## config.mk

```make
export PLATFORM = sky130hd
export DESIGN_NAME = imem_boot_loader
export DESIGN_NICKNAME = d
export VERILOG_FILES = /design/src/rtl/imem_boot_loader_pkg.sv /design/src/rtl/imem_boot_loader_byte_packer.sv /design/src/rtl/imem_boot_loader.sv
export SDC_FILE = /design/constraint.sdc
export NUM_CORES = 1
export LEC_CHECK = 0
export ABC_AREA = 1
export CORE_ASPECT_RATIO = 2
export CORE_MARGIN = 2
export CORE_UTILIZATION = 57
export DETAILED_ROUTE_END_ITERATION = 7
export GPL_TIMING_DRIVEN = 0
export PLACE_DENSITY = 0.81
export SLEW_MARGIN = 20
export SYNTH_ARGS = -nofsm -noshare
export SYNTH_HDL_FRONTEND = slang
export SYNTH_SLANG_ARGS = --single-unit
```

## constraint.sdc

```tcl
create_clock -name clk -period 2.45 [get_ports clk]
set_input_delay 0.49 -clock clk [delete_from_list [all_inputs] [get_ports clk]]
set_output_delay 0.49 -clock clk [all_outputs]
set_load 0.005 [all_outputs]
```

## src/rtl/imem_boot_loader_pkg.sv

```systemverilog
// Shared definitions for the instruction-memory boot loader: FSM encodings,
// the default frame header byte and the image length check.
package imem_boot_loader_pkg;

    typedef enum logic [2:0] {
        ST_IDLE   = 3'd0,
        ST_LEN_HI = 3'd1,
        ST_LEN_LO = 3'd2,
        ST_DATA   = 3'd3,
        ST_CSUM   = 3'd4,
        ST_DONE   = 3'd5,
        ST_ERROR  = 3'd6
    } boot_state_t;

    localparam logic [7:0] MAGIC_DEFAULT = 8'hB0;

    // True when a word count would run past the top of instruction memory.
    function automatic logic len_too_big(input logic [15:0] n, input int unsigned capacity);
        return {16'd0, n} > capacity;
    endfunction

endpackage

```

## src/rtl/imem_boot_loader_byte_packer.sv

```systemverilog
// Packs a byte stream MSB-first into 32-bit words; word_valid pulses in the
// same cycle as the fourth byte, with word already holding that byte.
module imem_boot_loader_byte_packer (
    input  logic        clk,
    input  logic        rst_n,
    input  logic        clr,
    input  logic        byte_en,
    input  logic [7:0]  byte_in,
    output logic [31:0] word,
    output logic        word_valid
);

    logic [23:0] shift;
    logic [1:0]  cnt;

    always_ff @(posedge clk or negedge rst_n) begin
        if (!rst_n) begin
            shift <= 24'd0;
            cnt   <= 2'd0;
        end else if (clr) begin
            shift <= 24'd0;
            cnt   <= 2'd0;
        end else if (byte_en) begin
            shift <= {shift[15:0], byte_in};
            cnt   <= cnt + 2'd1;
        end
    end

    assign word       = {shift, byte_in};
    assign word_valid = byte_en && (cnt == 2'd3);

endmodule

```

## src/rtl/imem_boot_loader.sv

```systemverilog
// Boot loader: receives a framed program image, writes it into instruction
// memory and holds the core until the image checksum is accepted.
//
//   state     | meaning
//   ----------+---------------------------------------------------
//   ST_IDLE   | hunting for the MAGIC header byte, junk discarded
//   ST_LEN_HI | expecting word count, high byte
//   ST_LEN_LO | expecting word count, low byte; range check
//   ST_DATA   | packing data bytes, one memory write per word
//   ST_CSUM   | comparing received checksum with running XOR
//   ST_DONE   | image accepted, core released
//   ST_ERROR  | length or checksum fault, core stays held
module imem_boot_loader
    import imem_boot_loader_pkg::*;
#(
    parameter int         ADDR_WIDTH = 10,
    parameter int         BASE_ADDR  = 0,
    parameter logic [7:0] MAGIC      = MAGIC_DEFAULT
) (
    input  logic                  clk,
    input  logic                  rst_n,
    input  logic                  restart,
    input  logic [7:0]            in_data,
    input  logic                  in_valid,
    output logic                  in_ready,
    output logic                  imem_we,
    output logic [ADDR_WIDTH-1:0] imem_addr,
    output logic [31:0]           imem_wdata,
    output logic                  cpu_hold,
    output logic                  load_done,
    output logic                  load_error
);

    localparam int unsigned CAPACITY = int'((1 << ADDR_WIDTH) - BASE_ADDR);

    boot_state_t state;
    logic [7:0]  len_hi;
    logic [15:0] len;
    logic [15:0] word_idx;
    logic [7:0]  xor_acc;
    logic        we_q;
    logic        transfer;
    logic        pack_en;
    logic [31:0] pack_word;
    logic        pack_valid;

    assign in_ready = !restart && (state inside {ST_IDLE, ST_LEN_HI, ST_LEN_LO, ST_DATA, ST_CSUM});
    assign transfer = in_valid && in_ready;
    assign pack_en  = transfer && (state == ST_DATA);

    // A strobe registered just before a restart must not reach memory.
    assign imem_we  = we_q && !restart;

    imem_boot_loader_byte_packer u_packer (
        .clk        (clk),
        .rst_n      (rst_n),
        .clr        (restart),
        .byte_en    (pack_en),
        .byte_in    (in_data),
        .word       (pack_word),
        .word_valid (pack_valid)
    );

    always_ff @(posedge clk or negedge rst_n) begin
        if (!rst_n) begin
            state      <= ST_IDLE;
            len_hi     <= 8'd0;
            len        <= 16'd0;
            word_idx   <= 16'd0;
            xor_acc    <= 8'd0;
            we_q       <= 1'b0;
            imem_addr  <= '0;
            imem_wdata <= 32'd0;
            cpu_hold   <= 1'b1;
            load_done  <= 1'b0;
            load_error <= 1'b0;
        end else begin
            we_q <= 1'b0;
            if (restart) begin
                state      <= ST_IDLE;
                len_hi     <= 8'd0;
                len        <= 16'd0;
                word_idx   <= 16'd0;
                xor_acc    <= 8'd0;
                cpu_hold   <= 1'b1;
                load_done  <= 1'b0;
                load_error <= 1'b0;
            end else if (transfer) begin
                case (state)
                    ST_IDLE: begin
                        if (in_data == MAGIC) state <= ST_LEN_HI;
                    end
                    ST_LEN_HI: begin
                        len_hi <= in_data;
                        state  <= ST_LEN_LO;
                    end
                    ST_LEN_LO: begin
                        len      <= {len_hi, in_data};
                        word_idx <= 16'd0;
                        xor_acc  <= 8'd0;
                        if (len_too_big({len_hi, in_data}, CAPACITY)) begin
                            state      <= ST_ERROR;
                            load_error <= 1'b1;
                        end else if ({len_hi, in_data} == 16'd0) begin
                            state <= ST_CSUM;
                        end else begin
                            state <= ST_DATA;
                        end
                    end
                    ST_DATA: begin
                        xor_acc <= xor_acc ^ in_data;
                        if (pack_valid) begin
                            we_q       <= 1'b1;
                            imem_wdata <= pack_word;
                            imem_addr  <= ADDR_WIDTH'(BASE_ADDR) + ADDR_WIDTH'(word_idx);
                            word_idx   <= word_idx + 16'd1;
                            if (word_idx == len - 16'd1) state <= ST_CSUM;
                        end
                    end
                    ST_CSUM: begin
                        if (in_data == xor_acc) begin
                            state     <= ST_DONE;
                            load_done <= 1'b1;
                            cpu_hold  <= 1'b0;
                        end else begin
                            state      <= ST_ERROR;
                            load_error <= 1'b1;
                        end
                    end
                    default: ;
                endcase
            end
        end
    end

endmodule

```

==> impl_metrics.toml <==
[cells_and_area]
syn_to_final_growth_pct = 24.9
drive_gt1_share_pct = 8.82
n_antenna_cell = 0
fin_cells = 917
finalNetCount = 784

[grt]
grt_use_total_pct = 32.8
overflow = 0
grt_max_degree = 86
antenna_found_initial = 0
grt_pass1_wl_um = 26900
grt_pass1_vias = 5501

[routing]
wl_per_cell_um = 18.0
postRouteAntennaNets = 0
finalWirelength_um = 16500
num_vias = 5179
drt_iter0_drc = 497
drc = 0
drt_pass1_iterations = 5
via_per_inst = 5.65

[yosys]
syn_inst = 691
async_reset_ff_share_pct = 100
avgSynthCellArea_um2 = 8.41
synth.most_common_cell = "nand2_1"
synth_common_cells = "171 x nand2_1, 122 x dfrtp_1, 83 x inv_1"
synth.area.top_cells = "dfrtp_1 53%, nand2_1 11%, o21ai_0 6.1%, inv_1 5.4%, nor2_1 3.8%"
syn_area_mm2 = 0.00581
synth_cell_types = 38
ys_ff_latch = 123
synth_top_area_cell = "dfrtp_1"
syn_nets = 706
synth_edf_count = 0
yosysWarnings = 0
yosysTopAreaCellShare_pct = 52.5
ys.flop_type = "dfrtp_1"
ys_seq_area_share_pct = 53.0

[worst_setup_path]
crit_top_cell = "nor2_1"
crit_type = "register to primary output"
path_buf_inv = 1
startpoint_type = "register"
cpMaxStageDelayCell = "clkdlybuf4s50_1"
crit_fanout = 5
crit_family = "buffers and inverters"
worstPathRequired_ps = 1960
end_kind = "primary output"
crit_path_max_incr_delay_ps = 460
arrival_ps = 1780
worstPathCellList = "nor2_1 -> nor2_1 -> nor2_1 -> clkdlybuf4s50_1"

[floorplanning]
io_pins = 59
start_util_pct = 58.0
die_x_um = 75.4
die_h_um = 147
fp.dieArea_mm2 = 0.0111
rows = 52
core-area_mm2 = 0.0100

[cts]
path_clk_slew_ps = 60
worstSkewPairLatency_ps = 420
cts_sinks = 123
cts_max_path_buffers = 2
cts_tree = "yes"
cts_setup_buffers = 0
cts.htree.levels = 4
root_buffer = "clkbuf_16"
cts_buffers = 17

[sta]
relSlewSlack_pct = 61.7
hold_violations = 0
clock_skew_ps = 7.72
fin_tns_setup_ps = 0
rsz0062_at_grt = "no"
worstMarginPinSlew_ps = 574
fmax_mhz = 440
slew_violations = 0
timing.final.crit_period_ps = 2270
setup_violations = 0
timing.hold.ws_ps = 482
post-route-period-util_pct = 92.7

[placed_design]
place.gp.congestion = 0.935
dp_hpwl_um = 11800
port_buffers = 57
post-place-cells = 884

[power_and_ir_drop]
p_leak_nw = 3.33
ir_drop_mv = 0.667
power_mw = 5.84
power_density_mw_per_mm2 = 804

[worst_hold_path]
hold_class = "register to register"

[job]
max-cap-violations = 0

[outcome]
outcome = "finished clean"
==> logic make-up after synthesis <==
logic type                 share of synthesized area [%]
adders and majority gates                          0.646
and+or+nand+nor                                     22.9
DFF                                                 53.0
AOI/OAI and AO/OA                                   11.9
muxes                                              0.194
xor gates and xnor gates                            3.92
buffers and inverters                               7.47
==> stage by stage <==
step	instance area (um2)	utilization [%]	worst slack [ps]
2_1_floorplan	5810	-	560
3_3_place_gp	6550	65.4	-3520
3_5_place_dp	6580	65.7	20.6
4_1_cts	7230	72.2	66.9
5_1_grt	7260	72.4	57.1
6_report	7260	72.4	179
==> sequential cells by signal, indices dropped and copies added (netlist names) <==
name,cells
state,3
len_hi,8
len,16
u_packer.shift,24
imem_wdata,32
u_packer.cnt,2
cpu_hold,1
we_q,1
load_done,1
xor_acc,8
load_error,1
word_idx,16
imem_addr,10
==> routing by layer <==
metal | vias up | share of wire (%) | GRT usage, %
met5 | - | 0 | 0
met4 | 0 | 4.5 | 15.1
met3 | 66 | 3.8 | 7.48
met2 | 189 | 58 | 60.3
met1 | 2531 | 34 | 33.0
li1 | 2393 | - | -
==> path summary, 6_finish.rpt <==
path / end / from / cells past startpoint / slack, ps
min reg2reg: load_done$_DFFE_PN0P_ / load_done$_DFFE_PN0P_ / 2 / 480
max in group asynchronous: word_idx[13]$_DFFE_PN0P_ / rst_n / 3 / 1160
max: in_ready / state[0]$_DFFE_PN0P_ / 4 / 180
min in group asynchronous: u_packer.shift[5]$_DFFE_PN0P_ / rst_n / 2 / 540
min: load_done$_DFFE_PN0P_ / load_done$_DFFE_PN0P_ / 2 / 480
max reg2reg: imem_wdata[18]$_DFFE_PN0P_ / state[2]$_DFFE_PN0P_ / 9 / 250
==> where the power goes <==
part,internal [mW],switching [mW],total (mW)
combinational,0.297,0.619,0.916
sequential,2.12,0.0827,2.20
clock,1.76,0.959,2.72
==> area by class of cell <==
type | count | area, um2
flip-flops and latches | 123 | 3080
plain buffers | 22 | 100
multi-input cells | 457 | 2320
clock buffers | 19 | 453
inverters | 89 | 334
repair buffers | 59 | 609
well taps | 135 | 169
fillers | 724 | 2760
clock inverters | 13 | 189
==> layout by cell type (no fill, tap or decap), drive strengths merged, types with 2 or more instances in the layout <==
master / n
nand3b: 7
clkbuf: 28
dfrtp: 122
clkdlybuf4s50: 56
o21ai: 75
nor4: 4
inv: 90
nand4: 9
o21a: 2
nor2: 64
bufinv: 4
clkinv: 6
nor3: 16
ha: 3
o22ai: 24
o31ai: 6
a22o: 5
buf: 15
a21oi: 8
nand2: 173
clkinvlp: 2
xnor2: 10
xor2: 16
nand3: 30
==> worst register-to-register path, stage by stage, from the launching register on <==
cell,delay [ps]
dfrtp_1,440
inv_2,110
nand3_1,280
inv_2,190
nand2_2,120
nor2_4,170
inv_1,70
buf_2,190
clkbuf_1,250
o21ai_0,290
==> timing repair <==
action | CTS | global route
hold endpoints to repair | 37 | 0
gates resized for setup | 0 | 7
setup endpoints to repair | 0 | 3
hold buffers | 1 | 0
No activity file was read; power rests on OpenSTA's default activity.
